<file path="config.mk">
export PLATFORM = sky130hd
export DESIGN_NAME = calc_key_sequencer_flat
export DESIGN_NICKNAME = d
export VERILOG_FILES = /design/src/rtl/calc_key_sequencer_pkg.sv /design/src/rtl/calc_key_sequencer_if.sv /design/src/rtl/calc_key_sequencer_bcd_accumulator.sv /design/src/rtl/calc_key_sequencer.sv /design/src/flat_wrapper.sv
export SDC_FILE = /design/constraint.sdc
export NUM_CORES = 1
export LEC_CHECK = 0
export CAP_MARGIN = 10
export CORE_MARGIN = 5
export CORE_UTILIZATION = 48
export CTS_BUF_LIST = sky130_fd_sc_hd__clkbuf_16
export CTS_CLUSTER_SIZE = 25
export DETAILED_ROUTE_END_ITERATION = 7
export PLACE_DENSITY = 0.77
export SLEW_MARGIN = 10
export SYNTH_ARGS = -nofsm -noshare
export SYNTH_HDL_FRONTEND = slang
export SYNTH_SLANG_ARGS = --single-unit
export TNS_END_PERCENT = 5
</file>
<file path="constraint.sdc">
create_clock -name clk -period 2.8 [get_ports clk]
set_clock_uncertainty 0.05 [all_clocks]
set_input_delay 0.56 -clock clk [delete_from_list [all_inputs] [get_ports clk]]
set_output_delay 0.56 -clock clk [all_outputs]
set_load 0.02 [all_outputs]
</file>
<file path="src/rtl/calc_key_sequencer_pkg.sv">
// Shared definitions for the calculator key sequencer: key tokens,
// FSM state encoding, default sizing and key classification helpers.
package calc_key_sequencer_pkg;

  // Default operand sizing: 4 decimal digits fit in 14 bits (9999 < 16384).
  localparam int DIGITS_DEF = 4;
  localparam int W_DEF      = 14;

  // Key tokens produced by the PS/2 decoder.
  localparam logic [4:0] KEY_DIGIT_MAX = 5'd9;
  localparam logic [4:0] KEY_ENTER     = 5'd10;
  localparam logic [4:0] KEY_PLUS      = 5'd11;
  localparam logic [4:0] KEY_MINUS     = 5'd12;
  localparam logic [4:0] KEY_MUL       = 5'd13;
  localparam logic [4:0] KEY_DIV       = 5'd14;
  localparam logic [4:0] KEY_FACT      = 5'd15;
  localparam logic [4:0] KEY_POW       = 5'd16;
  localparam logic [4:0] KEY_ROOT      = 5'd17;
  localparam logic [4:0] KEY_ESC       = 5'd18;
  localparam logic [4:0] KEY_BREAK     = 5'd30;
  localparam logic [4:0] KEY_UNKNOWN   = 5'd31;

  // Sequencer states.
  typedef enum logic [2:0] {
    ST_ENTA  = 3'd0,
    ST_ENTB  = 3'd1,
    ST_ISSUE = 3'd2,
    ST_WAIT  = 3'd3,
    ST_SHOW  = 3'd4,
    ST_ERR   = 3'd5
  } state_t;

  function automatic logic is_digit(input logic [4:0] code);
    return (code <= KEY_DIGIT_MAX);
  endfunction

  // Operators taking two operands.
  function automatic logic is_binary_op(input logic [4:0] code);
    return (code == KEY_PLUS) || (code == KEY_MINUS) || (code == KEY_MUL) ||
           (code == KEY_DIV)  || (code == KEY_POW);
  endfunction

  // Operators acting on operand A alone.
  function automatic logic is_unary_op(input logic [4:0] code);
    return (code == KEY_FACT) || (code == KEY_ROOT);
  endfunction

endpackage

</file>
<file path="src/rtl/calc_key_sequencer_if.sv">
// Operation/result handshake between the key sequencer (master) and the
// arithmetic unit (slave).
import calc_key_sequencer_pkg::*;

interface calc_key_sequencer_if #(parameter int W = W_DEF);
  logic         op_valid;
  logic         op_ready;
  logic [4:0]   op_code;
  logic [W-1:0] opnd_a;
  logic [W-1:0] opnd_b;
  logic         res_valid;
  logic [W-1:0] res_data;
  logic         res_err;

  modport master (
    output op_valid, op_code, opnd_a, opnd_b,
    input  op_ready, res_valid, res_data, res_err
  );

  modport slave (
    input  op_valid, op_code, opnd_a, opnd_b,
    output op_ready, res_valid, res_data, res_err
  );
endinterface

</file>
<file path="src/rtl/calc_key_sequencer_bcd_accumulator.sv">
// Decimal operand accumulator: acc = acc*10 + digit, limited to DIGITS
// digits. 'start' replaces the value with a single digit, 'clr' zeroes it.
import calc_key_sequencer_pkg::*;

module bcd_accumulator #(
  parameter int DIGITS = DIGITS_DEF,
  parameter int W      = W_DEF
) (
  input  logic         clk,
  input  logic         rst,
  input  logic         clr,
  input  logic         start,
  input  logic         add,
  input  logic [3:0]   digit,
  output logic [W-1:0] acc
);

  localparam int CW = $clog2(DIGITS + 1);

  logic [CW-1:0] count;
  logic [W-1:0]  acc_shifted;
  logic          room;

  // Multiply-by-10-and-add via shifts; cannot overflow thanks to the digit limit.
  always_comb begin
    acc_shifted = (acc << 3) + (acc << 1) + W'(digit);
    room        = (count < CW'(DIGITS));
  end

  // Accumulator value and held-digit count; start wins over clear and add.
  always_ff @(posedge clk) begin
    if (!rst) begin
      acc   <= {W{1'b0}};
      count <= {CW{1'b0}};
    end else if (start) begin
      acc   <= W'(digit);
      count <= CW'(1);
    end else if (clr) begin
      acc   <= {W{1'b0}};
      count <= {CW{1'b0}};
    end else if (add && room) begin
      acc   <= acc_shifted;
      count <= count + CW'(1);
    end else begin
      acc   <= acc;
      count <= count;
    end
  end

endmodule

</file>
<file path="src/rtl/calc_key_sequencer.sv">
// Calculator key sequencer: filters break codes, builds decimal operands,
// captures the operator and issues one operation at a time to the ALU.
// Optional feature macro: CALC_CHAIN_EN -- an operator pressed while a
// result is shown reuses that result as operand A.
import calc_key_sequencer_pkg::*;

module calc_key_sequencer #(
  parameter int DIGITS = DIGITS_DEF,
  parameter int W      = W_DEF
) (
  input  logic                  clk,
  input  logic                  rst,
  input  logic [4:0]            key_code,
  input  logic                  key_stb,
  calc_key_sequencer_if.master  bus,
  output logic [W-1:0]          disp_value,
  output logic                  err,
  output logic                  busy
);

  state_t       state;
  state_t       state_next;
  logic [W-1:0] a;
  logic [W-1:0] a_next;
  logic [W-1:0] b;
  logic [W-1:0] b_next;
  logic [4:0]   op;
  logic [4:0]   op_next;
  logic         err_next;
  logic         brk;
  logic         brk_next;
  logic         esc_pend;
  logic         esc_pend_next;
  logic         req_valid;
  logic [W-1:0] disp_next;
  logic [W-1:0] acc;
  logic         acc_clr;
  logic         acc_start;
  logic         acc_add;
  logic         clear_all;
  logic         key_act;
  logic         key_esc;

  bcd_accumulator #(.DIGITS(DIGITS), .W(W)) u_acc (
    .clk   (clk),
    .rst   (rst),
    .clr   (acc_clr),
    .start (acc_start),
    .add   (acc_add),
    .digit (key_code[3:0]),
    .acc   (acc)
  );

  // A usable keystroke: strobed, not swallowed by a pending break, not a prefix/unknown.
  always_comb begin
    key_act = key_stb && !brk && (key_code != KEY_BREAK) && (key_code != KEY_UNKNOWN);
    key_esc = key_act && (key_code == KEY_ESC);
  end

  // Next-state and datapath control for the sequencer FSM.
  always_comb begin
    state_next    = state;
    a_next        = a;
    b_next        = b;
    op_next       = op;
    err_next      = err;
    esc_pend_next = esc_pend;
    acc_clr       = 1'b0;
    acc_start     = 1'b0;
    acc_add       = 1'b0;
    clear_all     = 1'b0;

    case (state)
      ST_ENTA: begin
        if (key_esc) begin
          clear_all = 1'b1;
        end else if (key_act && is_digit(key_code)) begin
          acc_add = 1'b1;
        end else if (key_act && is_binary_op(key_code)) begin
          a_next     = acc;
          acc_clr    = 1'b1;
          op_next    = key_code;
          state_next = ST_ENTB;
        end else if (key_act && is_unary_op(key_code)) begin
          a_next     = acc;
          b_next     = {W{1'b0}};
          op_next    = key_code;
          state_next = ST_ISSUE;
        end else begin
          state_next = ST_ENTA;
        end
      end

      ST_ENTB: begin
        if (key_esc) begin
          clear_all = 1'b1;
        end else if (key_act && is_digit(key_code)) begin
          acc_add = 1'b1;
        end else if (key_act && is_binary_op(key_code)) begin
          op_next = key_code;
        end else if (key_act && (key_code == KEY_ENTER)) begin
          b_next     = acc;
          state_next = ST_ISSUE;
        end else begin
          state_next = ST_ENTB;
        end
      end

      ST_ISSUE: begin
        if (key_esc) begin
          esc_pend_next = 1'b1;
        end else begin
          esc_pend_next = esc_pend;
        end
        if (bus.op_ready) begin
          state_next = ST_WAIT;
        end else begin
          state_next = ST_ISSUE;
        end
      end

      ST_WAIT: begin
        // A result takes priority over any keystroke in the same cycle.
        if (bus.res_valid && esc_pend) begin
          clear_all = 1'b1;
        end else if (bus.res_valid && bus.res_err) begin
          err_next   = 1'b1;
          state_next = ST_ERR;
        end else if (bus.res_valid) begin
          a_next     = bus.res_data;
          acc_clr    = 1'b1;
          state_next = ST_SHOW;
        end else if (key_esc) begin
          esc_pend_next = 1'b1;
        end else begin
          state_next = ST_WAIT;
        end
      end

      ST_SHOW: begin
        if (key_esc) begin
          clear_all = 1'b1;
        end else if (key_act && is_digit(key_code)) begin
          a_next     = {W{1'b0}};
          acc_start  = 1'b1;
          state_next = ST_ENTA;
`ifdef CALC_CHAIN_EN
        end else if (key_act && is_binary_op(key_code)) begin
          acc_clr    = 1'b1;
          op_next    = key_code;
          state_next = ST_ENTB;
        end else if (key_act && is_unary_op(key_code)) begin
          b_next     = {W{1'b0}};
          op_next    = key_code;
          state_next = ST_ISSUE;
`endif
        end else begin
          state_next = ST_SHOW;
        end
      end

      ST_ERR: begin
        if (key_esc) begin
          clear_all = 1'b1;
        end else begin
          state_next = ST_ERR;
        end
      end

      default: begin
        clear_all = 1'b1;
      end
    endcase

    // Escape (immediate or deferred) wipes the whole calculation, including break state.
    if (clear_all) begin
      state_next    = ST_ENTA;
      a_next        = {W{1'b0}};
      b_next        = {W{1'b0}};
      op_next       = 5'd0;
      err_next      = 1'b0;
      esc_pend_next = 1'b0;
      acc_clr       = 1'b1;
      brk_next      = 1'b0;
    end else if (key_stb) begin
      brk_next = brk ? 1'b0 : (key_code == KEY_BREAK);
    end else begin
      brk_next = brk;
    end
  end

  // Display source selection; ISSUE/WAIT keep showing the last value.
  always_comb begin
    case (state)
      ST_ENTA, ST_ENTB: disp_next = acc;
      ST_SHOW:          disp_next = a;
      ST_ERR:           disp_next = {W{1'b0}};
      default:          disp_next = disp_value;
    endcase
  end

  // FSM state register.
  always_ff @(posedge clk) begin
    if (!rst) begin
      state <= ST_ENTA;
    end else begin
      state <= state_next;
    end
  end

  // Operand, operator, flag and output registers.
  always_ff @(posedge clk) begin
    if (!rst) begin
      a          <= {W{1'b0}};
      b          <= {W{1'b0}};
      op         <= 5'd0;
      err        <= 1'b0;
      brk        <= 1'b0;
      esc_pend   <= 1'b0;
      req_valid  <= 1'b0;
      busy       <= 1'b0;
      disp_value <= {W{1'b0}};
    end else begin
      a          <= a_next;
      b          <= b_next;
      op         <= op_next;
      err        <= err_next;
      brk        <= brk_next;
      esc_pend   <= esc_pend_next;
      req_valid  <= (state_next == ST_ISSUE);
      busy       <= (state_next == ST_ISSUE) || (state_next == ST_WAIT);
      disp_value <= disp_next;
    end
  end

  // Operands come straight from registers that only change outside ISSUE.
  assign bus.op_valid = req_valid;
  assign bus.op_code  = op;
  assign bus.opnd_a   = a;
  assign bus.opnd_b   = b;

endmodule

</file>
<file path="src/flat_wrapper.sv">
// flat-port wrapper written by rule: the top's interface ports become plain ports
module calc_key_sequencer_flat 
#(
  parameter int DIGITS = DIGITS_DEF,
  parameter int W      = W_DEF
)
  (clk, rst, key_code, key_stb, disp_value, err, busy, bus_op_valid, bus_op_code, bus_opnd_a, bus_opnd_b, bus_op_ready, bus_res_valid, bus_res_data, bus_res_err);
  calc_key_sequencer_if #(.W(W)) bus_i ();
  input  logic clk;
  input  logic rst;
  input  logic [4:0] key_code;
  input  logic key_stb;
  output logic [W-1:0] disp_value;
  output logic err;
  output logic busy;
  output wire logic [$bits(bus_i.op_valid)-1:0] bus_op_valid;
  output wire logic [$bits(bus_i.op_code)-1:0] bus_op_code;
  output wire logic [$bits(bus_i.opnd_a)-1:0] bus_opnd_a;
  output wire logic [$bits(bus_i.opnd_b)-1:0] bus_opnd_b;
  input wire logic [$bits(bus_i.op_ready)-1:0] bus_op_ready;
  input wire logic [$bits(bus_i.res_valid)-1:0] bus_res_valid;
  input wire logic [$bits(bus_i.res_data)-1:0] bus_res_data;
  input wire logic [$bits(bus_i.res_err)-1:0] bus_res_err;
  assign bus_op_valid = bus_i.op_valid;
  assign bus_op_code = bus_i.op_code;
  assign bus_opnd_a = bus_i.opnd_a;
  assign bus_opnd_b = bus_i.opnd_b;
  assign bus_i.op_ready = bus_op_ready;
  assign bus_i.res_valid = bus_res_valid;
  assign bus_i.res_data = bus_res_data;
  assign bus_i.res_err = bus_res_err;
  calc_key_sequencer #(.DIGITS(DIGITS), .W(W)) u_core (.clk(clk), .rst(rst), .key_code(key_code), .key_stb(key_stb), .bus(bus_i), .disp_value(disp_value), .err(err), .busy(busy));
endmodule
</file>
==> impl_metrics.env, run 1 <==
export IMPL_ys_seq_area_share_pct=35.7
export IMPL_io_pins=75
export IMPL_synthTopCellsByArea="dfxtp_1 36%, ha_1 7.1%, nand2_1 6.3%, a21oi_1 5.0%, o211a_1 4.0%"
export IMPL_path_max_fanout=12
export IMPL_place_congestion=0.903
export IMPL_fin_nets=628
export IMPL_min_period_over_period_pct=96.6
export IMPL_clockBufferDepth=2
export IMPL_end_kind="flip-flop"
export IMPL_fmax_ghz=0.370
export IMPL_yosysWarnings=0
export IMPL_drive_gt1_share_pct=13.7
export IMPL_grt_max_degree=46
export IMPL_synth_top_cell_area_share_pct=35.7
export IMPL_first_pass_iters=5
export IMPL_vias_per_cell=5.87
export IMPL_n_antenna_cell=0
export IMPL_die_w_um=102
export IMPL_slew_viol_final=0
export IMPL_worst_slew_pin_transition_ns=0.743
export IMPL_drv_cap=0
export IMPL_cp_start_kind="primary input"
export IMPL_num_rows=33
export IMPL_path_class="in -> reg"
export IMPL_overflow=0
export IMPL_yosysTopAreaCell="dfxtp_1"
export IMPL_whs_ns=0.418
export IMPL_fin_setup_tns_ns=0
export IMPL_worstSkewPairLatency_ns=0.34
export IMPL_layout_min_cycle_time_ns=2.70
export IMPL_drt_initial_drc_count=224
export IMPL_total_power_mw=2.63
export IMPL_synth_main_ff_cell="dfxtp_1"
export IMPL_dieArea_sq_um=10400
export IMPL_cp_arrival_ns=2.88
export IMPL_placedCellCount=671
export IMPL_syn_nets=532
export IMPL_ir_drop_mv=0.301
export IMPL_final_antenna_net_count=0
export IMPL_start_util_pct=49.2
export IMPL_cts_hold_buffers=0
export IMPL_async_flop_share_pct=0
export IMPL_worst_slew_margin_rel_pct=49.8
export IMPL_core_sq_um=8220
export IMPL_pre_cts_ws_ns=-0.515
export IMPL_cts_tree="yes"
export IMPL_dp_hpwl_um=8460
export IMPL_drc_errors=0
export IMPL_synth_area_sq_um=4040
export IMPL_power_density_nw_per_um2=480
export IMPL_status="finished clean"
export IMPL_synth_edff_count=0
export IMPL_synth_seq_cells=72
export IMPL_worst_slack_ns=0.0951
export IMPL_rsz0062_at_grt="true"
export IMPL_area_delta_synth_final_pct=35.4
export IMPL_antenna_found_initial=0
export IMPL_cts_buffers=9
export IMPL_cts_root_buf="clkbuf_16"
export IMPL_clkTransAtPathRegs_ns=0.06
export IMPL_hold_path_class="reg -> reg"
export IMPL_io_buffers=74
export IMPL_grt_util_all_layers_pct=22.9
export IMPL_postSynthCellCount=482
export IMPL_setup_viol=0
export IMPL_crit_slowest_cell="or4b_4"
export IMPL_finalNonFillerCells=687
export IMPL_p_leak_nw=2.21
export IMPL_crit_chain="clkdlybuf4s50_1 -> buf_6 -> or4b_4 -> a211o_1 -> a2111oi_4 -> buf_4 -> mux2i_1 -> nor2_2"
export IMPL_drt_wirelength_per_cell_um=17.0
export IMPL_numClockSinks=72
export IMPL_required_ns=2.98
export IMPL_wl_um=11700
export IMPL_synth_cell_types=58
export IMPL_finalHoldViolCount=0
export IMPL_syn_area_per_cell_sq_um=8.38
export IMPL_first_global_vias=3890
export IMPL_cpPeakStageDelay_ns=0.54
export IMPL_vias=4031
export IMPL_htree_levels=3
export IMPL_die_h_um=102
export IMPL_grt_pass1_wl_um=18800
==> power breakdown <==
part	total, mW	switching (mW)	internal [mW]
Clock	1.12	0.442	0.681
Combinational	0.419	0.220	0.198
Sequential	1.08	0.0315	1.05
==> state kept, by name (all words and copies together) (netlist names) <==
| signal | cells |
|---|---|
| u_core.busy | 1 |
| u_core.bus.opnd_a | 14 |
| u_core.bus.op_valid | 1 |
| u_core.esc_pend | 1 |
| u_core.bus.op_code | 5 |
| u_core.brk | 1 |
| u_core.disp_value | 14 |
| u_core.u_acc.acc | 14 |
| u_core.u_acc.count | 3 |
| u_core.bus.opnd_b | 14 |
| u_core.state | 3 |
| u_core.err | 1 |
==> what timing repair did <==
item                                    CTS  global route
endpoints found under the setup margin    7            10
gates resized for setup                   6             5
pin swaps                                 2             3
buffers inserted                          1             0
==> synthesized netlist by cell type, types with 4 or more instances <==
cell type / n
nand2_1: 68
dfxtp_1: 72
o21ai_0: 15
nor2b_1: 4
clkbuf_1: 20
buf_2: 5
a211oi_1: 6
nand2b_1: 9
a211o_1: 12
ha_1: 23
nor2_2: 5
nor3_1: 4
xor2_1: 4
mux2i_1: 7
a22o_1: 14
buf_1: 6
nor2_1: 33
nand3_1: 11
o211a_1: 16
inv_1: 20
o22ai_1: 14
xnor2_1: 5
o221ai_1: 13
nand3b_1: 4
a21oi_1: 40
==> cells by family (layout without fill, tap and decap cells) <==
| logic type | after synthesis | after routing | share of synthesized area [%] |
|---|---|---|---|
| DFF | 72 | 72 | 35.7 |
| muxes | 7 | 7 | 1.73 |
| AOI/OAI and AO/OA | 153 | 153 | 27.6 |
| buffers and inverters | 53 | 153 | 5.26 |
| xor gates and xnor gates | 9 | 9 | 1.95 |
| and+or+nand+nor | 163 | 163 | 19.6 |
| adders and majority gates | 25 | 25 | 8.11 |
==> critical path: cells and delay by family <==
kind | cells | cell delay [ns]
AOI/OAI and AO/OA | 2 | 0.69
buffers and inverters | 3 | 0.82
and+or+nand+nor | 2 | 0.58
muxes | 1 | 0.23
==> cell type report <==
type / count / area [sq um]
clock buffers: 9 / 225
clock inverters: 6 / 60.1
fillers: 668 / 2740
inverters: 21 / 78.8
multi-input cells: 357 / 2430
flip-flops and latches: 72 / 1440
well taps: 105 / 131
repair buffers: 117 / 1110
==> layer usage <==
layer	vias to the layer above	global-route usage [%]	share of wire (%)
li1	1960	-	-
met1	1898	27.9	40
met2	152	39.8	50
met3	21	4.75	6.9
met4	0	8.59	2.4
met5	-	0	0
==> cells in the final DEF (no fill, tap or decap), types with 12 or more instances in the layout <==
master           instances
a211o_1                 12
a21oi_1                 38
a22o_1                  14
buf_4                   39
clkdlybuf4s50_1         73
dfxtp_1                 71
ha_1                    22
inv_1                   20
nand2_1                 68
nor2_1                  32
o211a_1                 16
o21ai_0                 14
o221ai_1                13
o22ai_1                 14
==> final timing paths <==
check,from,endpoint,slack [ns],cells after the start
max,key_code[2],u_core.bus.op_code[0]$_SDFFE_PP0P_,0.1,8
max reg2reg,u_core.u_acc.acc[0]$_SDFFE_PN0P_,u_core.u_acc.acc[11]$_SDFFE_PP0P_,0.30,8
min reg2reg,u_core.u_acc.count[1]$_SDFFE_PP0P_,u_core.u_acc.count[1]$_SDFFE_PP0P_,0.42,2
min,u_core.u_acc.count[1]$_SDFFE_PP0P_,u_core.u_acc.count[1]$_SDFFE_PP0P_,0.42,2
==> through the flow <==
step / utilization, % / instance area [sq um]
after floorplan: - / 4040
after global placement: 62.6 / 5140
after detailed placement: 62.6 / 5140
after CTS: 66.4 / 5460
after global routing: 66.6 / 5470
final: 66.6 / 5470
No activity file was read; power rests on OpenSTA's default activity.
==> inputs of run 2 (changes only) <==
--- a/config.mk
+++ b/config.mk
@@ -12,7 +12,7 @@
 export CTS_CLUSTER_SIZE = 25
 export DETAILED_ROUTE_END_ITERATION = 7
 export PLACE_DENSITY = 0.77
-export SLEW_MARGIN = 10
+export SLEW_MARGIN = 30
 export SYNTH_ARGS = -nofsm -noshare
 export SYNTH_HDL_FRONTEND = slang
 export SYNTH_SLANG_ARGS = --single-unit
==> results of run 2 <==
Same layout as run 1: the final DEF is identical, and so are final timing and power.
